`config.mk`:
```
export PLATFORM = sky130hd
export DESIGN_NAME = sar_compare_search
export DESIGN_NICKNAME = d
export VERILOG_FILES = /design/src/rtl/sar_compare_search.sv
export SDC_FILE = /design/constraint.sdc
export NUM_CORES = 1
export LEC_CHECK = 0
export ABC_AREA = 0
export BUFFER_PORTS_ARGS = -buffer_cell sky130_fd_sc_hd__buf_2
export CAP_MARGIN = 20
export CORE_ASPECT_RATIO = 1.5
export CORE_MARGIN = 4
export CORE_UTILIZATION = 40
export CTS_CLUSTER_SIZE = 28
export DETAILED_ROUTE_END_ITERATION = 8
export HOLD_SLACK_MARGIN = 0.08
export PLACE_DENSITY = 0.67
export SLEW_MARGIN = 0
export SYNTH_ARGS = -nofsm -noshare
export SYNTH_HDL_FRONTEND = slang
export SYNTH_SLANG_ARGS = --single-unit
```
`constraint.sdc`:
```
create_clock -name clk -period 1.67 [get_ports clk]
set_input_delay 0 -clock clk [delete_from_list [all_inputs] [get_ports clk]]
set_output_delay 0 -clock clk [all_outputs]
set_load 0.005 [all_outputs]
```
`src/rtl/sar_compare_search.sv`:
```
// sar_compare_search
// Successive-approximation controller for an external combinational
// magnitude comparator. It drives the B operand (probe), reads back the
// one-hot {eq,gt,lt} result and resolves one bit per clock, MSB first.
// The search stops early on an exact match. A comparator code that is not
// one-hot aborts the search with an error pulse.

module sar_compare_search #(
    parameter int WIDTH = 4
) (
    input  logic             clk,
    input  logic             reset,
    input  logic             start,
    input  logic [2:0]       cmp_res,
    output logic [WIDTH-1:0] probe,
    output logic             busy,
    output logic             done,
    output logic [WIDTH-1:0] result,
    output logic             err
);

    localparam int IDX_W = (WIDTH > 1) ? $clog2(WIDTH) : 1;

    typedef enum logic {
        IDLE   = 1'b0,
        SEARCH = 1'b1
    } state_t;

    state_t           r_state;
    logic [WIDTH-1:0] r_probe;
    logic [IDX_W-1:0] r_idx;
    logic [WIDTH-1:0] r_result;
    logic             r_busy;
    logic             r_done;
    logic             r_err;

    logic             w_eq;
    logic             w_gt;
    logic             w_lt;
    logic             w_idx_zero;
    logic [WIDTH-1:0] w_probe_resolved;
    logic [WIDTH-1:0] w_probe_next;

    // One-hot mask selecting a single probe bit
    function automatic logic [WIDTH-1:0] bit_mask(input logic [IDX_W-1:0] idx);
        return WIDTH'(1) << idx;
    endfunction

    // Decode the comparator result strictly; anything else is an error
    assign w_eq = (cmp_res == 3'b100);
    assign w_gt = (cmp_res == 3'b010);
    assign w_lt = (cmp_res == 3'b001);

    assign w_idx_zero = (r_idx == '0);

    // Trial bit stays set when A is larger, is cleared when A is smaller
    assign w_probe_resolved = w_lt ? (r_probe & ~bit_mask(r_idx)) : r_probe;

    // Next trial: keep resolved bits and set the next lower bit
    assign w_probe_next = w_probe_resolved | bit_mask(r_idx - IDX_W'(1));

    // Search FSM with registered outputs; done/err default low so they pulse
    always_ff @(posedge clk or posedge reset) begin
        if (reset) begin
            r_state  <= IDLE;
            r_probe  <= '0;
            r_idx    <= '0;
            r_result <= '0;
            r_busy   <= 1'b0;
            r_done   <= 1'b0;
            r_err    <= 1'b0;
        end else begin
            r_done <= 1'b0;
            r_err  <= 1'b0;
            case (r_state)
                IDLE: begin
                    if (start) begin
                        r_state <= SEARCH;
                        r_probe <= bit_mask(IDX_W'(WIDTH - 1));
                        r_idx   <= IDX_W'(WIDTH - 1);
                        r_busy  <= 1'b1;
                    end
                end
                SEARCH: begin
                    if (w_eq) begin
                        r_result <= r_probe;
                        r_done   <= 1'b1;
                        r_state  <= IDLE;
                        r_probe  <= '0;
                        r_idx    <= '0;
                        r_busy   <= 1'b0;
                    end else if (w_gt || w_lt) begin
                        if (w_idx_zero) begin
                            r_result <= w_probe_resolved;
                            r_done   <= 1'b1;
                            r_state  <= IDLE;
                            r_probe  <= '0;
                            r_busy   <= 1'b0;
                        end else begin
                            r_probe <= w_probe_next;
                            r_idx   <= r_idx - IDX_W'(1);
                        end
                    end else begin
                        r_result <= '0;
                        r_err    <= 1'b1;
                        r_done   <= 1'b1;
                        r_state  <= IDLE;
                        r_probe  <= '0;
                        r_idx    <= '0;
                        r_busy   <= 1'b0;
                    end
                end
                default: begin
                    r_state <= IDLE;
                    r_probe <= '0;
                    r_idx   <= '0;
                    r_busy  <= 1'b0;
                end
            endcase
        end
    end

    assign probe  = r_probe;
    assign busy   = r_busy;
    assign done   = r_done;
    assign result = r_result;
    assign err    = r_err;

endmodule

```
## After elaboration in Yosys (flattened, before gate mapping)

Cells that the tools add are included.

- Bitwise operators: 4
- Add/sub/neg operators: 1
- Shift-type cells: 2
- $lt $le $gt $ge: 0
- Div/mod/pow operators: 0
- Reductions and logical operators: 5
- $mul: 0
- Multiplexer cells: 31
- Equality and inequality tests: 7

Operator list:

| kind | count |
|---|---|
| two-way mux 4 bit | 8 |
| two-way mux 1 bit | 15 |
| two-way mux 2 bit | 4 |
| != test 4 bit (second input constant) | 2 |
| case mux 4 bit (2 select lines) | 1 |
| << shifter 1 x 2 -> 4 bit (first input constant) | 2 |
| AND reduction 2 bit | 3 |
| bitwise AND 4 bit | 1 |
| inverter 4 bit | 1 |
| bitwise OR 4 bit | 1 |
| case mux 1 bit (2 select lines) | 2 |
| case mux 2 bit (2 select lines) | 1 |
| == test 3 x 1 -> 1 bit (second input constant) | 1 |
| == test 3 x 2 -> 1 bit (second input constant) | 1 |
| == test 3 bit (second input constant) | 1 |
| != test 3 bit (second input constant) | 1 |
| zero test 2 bit | 1 |
| != test 2 bit (second input constant) | 1 |
| subtractor 2 x 1 -> 2 bit (second input constant) | 1 |
| logical OR 1 bit | 1 |
| inverter 1 bit | 1 |

- Bits in latches: 0
- Word-level logic and storage cells: 57
- Memories: 0
- RAM bits: 0
- Flip-flop bits (word level): 14
- Bits of input ports: 6
- Bits in read-only memories: 0

## Depth between registers and ports, before layout

- Depth after elaboration: 9
- Mapped depth: 5

## Worst setup path before layout

OpenSTA, ideal clock, no wires.

- Path kind: register to register
- From: register r_idx[0]
- To: register r_result[1] (netlist: result[1])
- Library setup time: 0.125 ns
- Arrival: 1.434 ns
- Slack: 0.111 ns
- Data required time: 1.545 ns
- Stages on the path, launching flop included: 6
- Path buffers: 1
- Cells stage by stage: dfrtp_1 inv_1 ha_1 o31a_1 buf_6 mux2_4

- Word-level cells in the longest chain between the ends: 7
- Elaborated cells on any way between the ends: 10
- Those cells by class: eq/ne (1); shift (1); mux (4); bitwise (2); reduce/logical (2)

RTL lines:

| element | RTL line | RTL |
|---|---|---|
| start, declared | 31 | `logic [IDX_W-1:0] r_idx;` |
| start signal, assigned | 80 | `r_idx <= IDX_W'(WIDTH - 1);` |
| start signal, assigned | 101 | `r_idx <= r_idx - IDX_W'(1);` |
| << shifter 1 x 2 -> 4 bit | 46 | `return WIDTH'(1) << idx;` |
| inverter 4 bit | 57 | `assign w_probe_resolved = w_lt ? (r_probe & ~bit_mask(r_idx)) : r_probe;` |
| bitwise AND 4 bit | 57 |  |
| two-way mux 4 bit | 57 |  |
| two-way mux 4 bit | 93 | `if (w_idx_zero) begin` |
| two-way mux 4 bit | 92 | `end else if (w_gt \|\| w_lt) begin` |
| two-way mux 4 bit | 85 | `if (w_eq) begin` |
| end signal, assigned | 86 | `r_result <= r_probe;` |
| end signal, assigned | 94 | `r_result <= w_probe_resolved;` |
| end, declared | 32 | `logic [WIDTH-1:0] r_result;` |

Several ways; a longest one is shown, not always the timed one. The select of a mux whose other input is x is not followed.
A chain may end at the register's enable or synchronous reset.

## Final worst setup path

- From: register r_idx[0]
- To: register r_result[3] (netlist: result[3])

The elaborated chain is that of the path after synthesis.

==> tab_implementation.tex <==
\begin{tabular}{lr}
\hline
Metric & Value \\
\hline
\multicolumn{2}{l}{\textbf{Outcome}} \\
\quad Run status & completed \\
\multicolumn{2}{l}{\textbf{Worst setup path}} \\
\quad Critical Path RT & 1.85 ns \\
\quad Worst Reg2Reg Path Length in Cells & 4 \\
\quad Kind of start point of the critical path & flip-flop \\
\quad Reg-to-reg endpoint & result[3] \\
\quad Launch point of the worst reg-to-reg path & r\_idx[0] \\
\quad Capturing element type of the critical path & flip-flop \\
\quad Largest fanout on the critical path & 7 \\
\quad Destination of the critical timing path & result[3] \\
\quad CP Launch Point & r\_idx[0] \\
\quad Worst path arrival time & 1.75 ns \\
\quad Start-to-end type of the worst setup path & reg2reg \\
\quad Setup slack, reg-to-reg & 0.09 ns \\
\multicolumn{2}{l}{\textbf{CTS}} \\
\quad Insertion delay of the later-clocked pin in the worst-skew pair & 0.29 ns \\
\quad Total number of clock tree sinks & 14 \\
\quad Postcts setup bufs & 0 \\
\quad Clock tree from TritonCTS & done \\
\quad Clock root buffer master & clkbuf\_4 \\
\quad Total CTS buffers & 3 \\
\quad Maximum clock path buffer count & 2 \\
\quad Clock transition at the registers of the reported paths & 0.09 ns \\
\quad CTS H-tree lvls & 1 \\
\multicolumn{2}{l}{\textbf{Detailed routing}} \\
\quad Via count & 681 \\
\quad Via/cell ratio & 5.54 \\
\quad Routed WL & 1.92 mm \\
\quad Final antenna-violating net count & 0 \\
\quad TritonRoute pass-1 iters & 4 \\
\quad Iteration-0 DRC count of the detailed router & 3 \\
\quad DR WL/cell & 15.6 µm \\
\quad Total DRC errors in the routed layout & 0 \\
\multicolumn{2}{l}{\textbf{Synthesis}} \\
\quad Post-synth EDFFs & 0 \\
\quad Number of distinct library cells after synthesis & 31 \\
\quad Yosys Warn Count & 0 \\
\quad Fraction of registers with async set or reset after synthesis & 100\% \\
\quad Number of instances in the synthesized netlist & 80 \\
\quad Cell types with the largest area share after synthesis & dfrtp\_1 41\%, ha\_1 5.8\%, mux2\_4 5.3\% \\
\quad Most frequently used cell type in the post-synthesis netlist & dfrtp\_1 \\
\quad Leading register cell type out of synthesis & dfrtp\_1 \\
\quad Number of nets in the synthesized netlist & 90 \\
\quad Flip-flop and latch count after synthesis & 14 \\
\quad Most instantiated cells after synthesis & 14 x dfrtp\_1, 11 x inv\_1, 5 x nand2b\_1 \\
\quad Cell type with the largest total area after synthesis & dfrtp\_1 \\
\quad Post-Synthesis Mean Instance Area & 10.7 µm² \\
\quad Fraction of synthesized cell area taken by the top area cell type & 40.9\% \\
\quad Post-synthesis instance area & 856 µm² \\
\quad Sequential-to-total area share from yosys stat & 40.9\% \\
\multicolumn{2}{l}{\textbf{Power and ir drop}} \\
\quad Internal power consumption & 0.913 mW \\
\quad Switch Pwr & 0.543 mW \\
\quad Overall power of the completed layout & 1.46 mW \\
\quad Combinational fraction of design power & 46.7\% \\
\quad Power share of the clock group & 17.4\% \\
\quad Peak supply drop & 0.556 mV \\
\quad Switching fraction of total power & 37.3\% \\
\quad P per Cell Area & 1430 mW/mm² \\
\quad Static leakage power & 0.491 nW \\
\quad Register share of total power & 35.9\% \\
\multicolumn{2}{l}{\textbf{Min path}} \\
\quad Launch point of the worst hold path & cmp\_res[2] \\
\quad Hold Crit Depth & 2 \\
\quad Type of the most critical hold path & in2reg \\
\multicolumn{2}{l}{\textbf{Timing}} \\
\quad Final Cycle Share & 94.3\% \\
\quad Min Hold Slack & 0.142 ns \\
\quad Post-layout min period & 1.58 ns \\
\quad Count of pins over their slew limit & 0 \\
\quad Unrepaired setup endpoints after global routing & false \\
\quad Fin. Hold Viols & 0 \\
\quad Max Freq & 635 MHz \\
\quad Final total negative setup slack & 0 ns \\
\quad Worst clock skew & 0.00205 ns \\
\quad Relative max-transition margin & 63.4\% \\
\quad Final setup violation count & 0 \\
\quad Worst Max-Slew Pin Slew & 0.549 ns \\
\quad Final WS setup & 0.0944 ns \\
\multicolumn{2}{l}{\textbf{Global route}} \\
\quad Overall global routing resource usage & 15.4\% \\
\quad Vias in the first global route & 728 \\
\quad Wire length of the first global-routing pass & 3.28 mm \\
\quad Antenna violations before repair & 0 \\
\quad GR Overflow Total & 0 \\
\quad Maximum number of pins on one net before global-route repair & 18 \\
\multicolumn{2}{l}{\textbf{Floorplan}} \\
\quad Die Ht & 64.7 µm \\
\quad Die ar. & 0.00296 mm² \\
\quad Effective utilization at floorplan & 42.2\% \\
\quad Number of top-level pins & 17 \\
\quad CORE AREA & 0.00203 mm² \\
\quad Core Rows & 20 \\
\quad Horiz. Die Dim & 45.8 µm \\
\multicolumn{2}{l}{\textbf{Cells and area}} \\
\quad P\&R area growth vs syn & 19.3\% \\
\quad Share of post-route cells with drive strength above 1 & 32.7\% \\
\quad Number of nets in the final layout & 112 \\
\quad Fill cell total of the finished layout & 178 \\
\quad Area of all placed cells without fillers & 0.00102 mm² \\
\quad Antenna cells & 0 \\
\multicolumn{2}{l}{\textbf{Placement}} \\
\quad PortBufs & 16 \\
\quad HPWL Detailed & 1.40 mm \\
\quad Routability-driven placement congestion ratio & 0.806 \\
\quad Post-DP Area & 955 µm² \\
\quad Worst-case setup slack after placement & 0.110 ns \\
\multicolumn{2}{l}{\textbf{Run}} \\
\quad Number of max-cap violations & 0 \\
\hline
\end{tabular}
[layout make-up]
cell class | instances | area (µm²) | area share, %
Sequential cell | 14 | 350 | 34.3
Inverter | 11 | 41.3 | 4.04
Timing Repair Buffer | 23 | 140 | 13.7
Multi-Input combinational cell | 49 | 425 | 41.7
Tap cell | 22 | 27.5 | 2.70
Clock buffer | 4 | 36.3 | 3.55
[power by group through the flow]
stage          logic, mW  clock network (mW)  registers [mW]
2_1_floorplan      0.448                   0           0.545
3_3_place_gp       0.661                   0           0.528
3_5_place_dp       0.677                   0           0.531
4_1_cts            0.687               0.261           0.526
5_1_grt            0.762               0.275           0.544
6_report           0.680               0.253           0.523
[critical path: stages (launching register included)]
cell and delay (ns):
dfrtp_1 0.39, inv_1 0.09, ha_1 0.27, o31a_1 0.39, mux2_4 0.33
[what timing repair did]
item / in CTS / in global routing
endpoints found under the hold margin: 18 / 0
gates resized for setup: 0 / 0
setup endpoints to repair: 0 / 0
hold buffers: 3 / 0
[cell families after synthesis]
| logic type | after synthesis | synth area share [%] |
|---|---|---|
| AO/OA/AOI/OAI | 23 | 21.9 |
| XOR/XNOR | 2 | 2.92 |
| adder cells (fa/ha/maj) | 4 | 5.85 |
| buffers and inverters | 17 | 9.36 |
| flip-flops | 14 | 40.9 |
| multiplexers | 3 | 5.26 |
| AND/OR/NAND/NOR | 17 | 13.7 |
[worst min-delay path by stage]
stage          slack (ns)         to
6_report             0.14   probe[3]
5_1_grt              0.15   probe[3]
4_1_cts              0.12   probe[3]
3_5_place_dp         0.09       done
3_3_place_gp         0.07  result[1]
2_1_floorplan       -0.11       busy
[cell usage in the layout, fill, tap and decap left out, drive strengths merged, types with 2 or more instances in the layout]
| master | count |
|---|---|
| a211o | 2 |
| a21oi | 2 |
| a2bb2oi | 2 |
| and4bb | 3 |
| buf | 20 |
| clkbuf | 4 |
| dfrtp | 14 |
| dlygate4sd3 | 3 |
| ha | 4 |
| inv | 11 |
| mux2 | 3 |
| nand2 | 2 |
| nand2b | 5 |
| nor2 | 2 |
| o2bb2ai | 2 |
| o32ai | 4 |
| o41ai | 4 |
| xnor2 | 2 |
[metrics by stage]
stage,util [%],instances
3_3_place_gp,47.1,116
4_1_cts,50.4,123
6_report,50.4,123
2_1_floorplan,-,80
3_5_place_dp,47.1,116
5_1_grt,50.4,123
[state kept, by name (all words and copies together) (netlist names)]
| register | count |
|---|---|
| done | 1 |
| busy | 1 |
| probe | 4 |
| result | 4 |
| r_state | 1 |
| r_idx | 2 |
| err | 1 |
[routing by layer]
metal	vias to the layer above	wire, µm	GRT usage, %
li1	336	-	-
met1	333	712	14.7
met2	8	1110	29.4
met3	4	51	1.67
met4	0	41	8.54
met5	-	0	0
(Power assumes the default switching activity.)
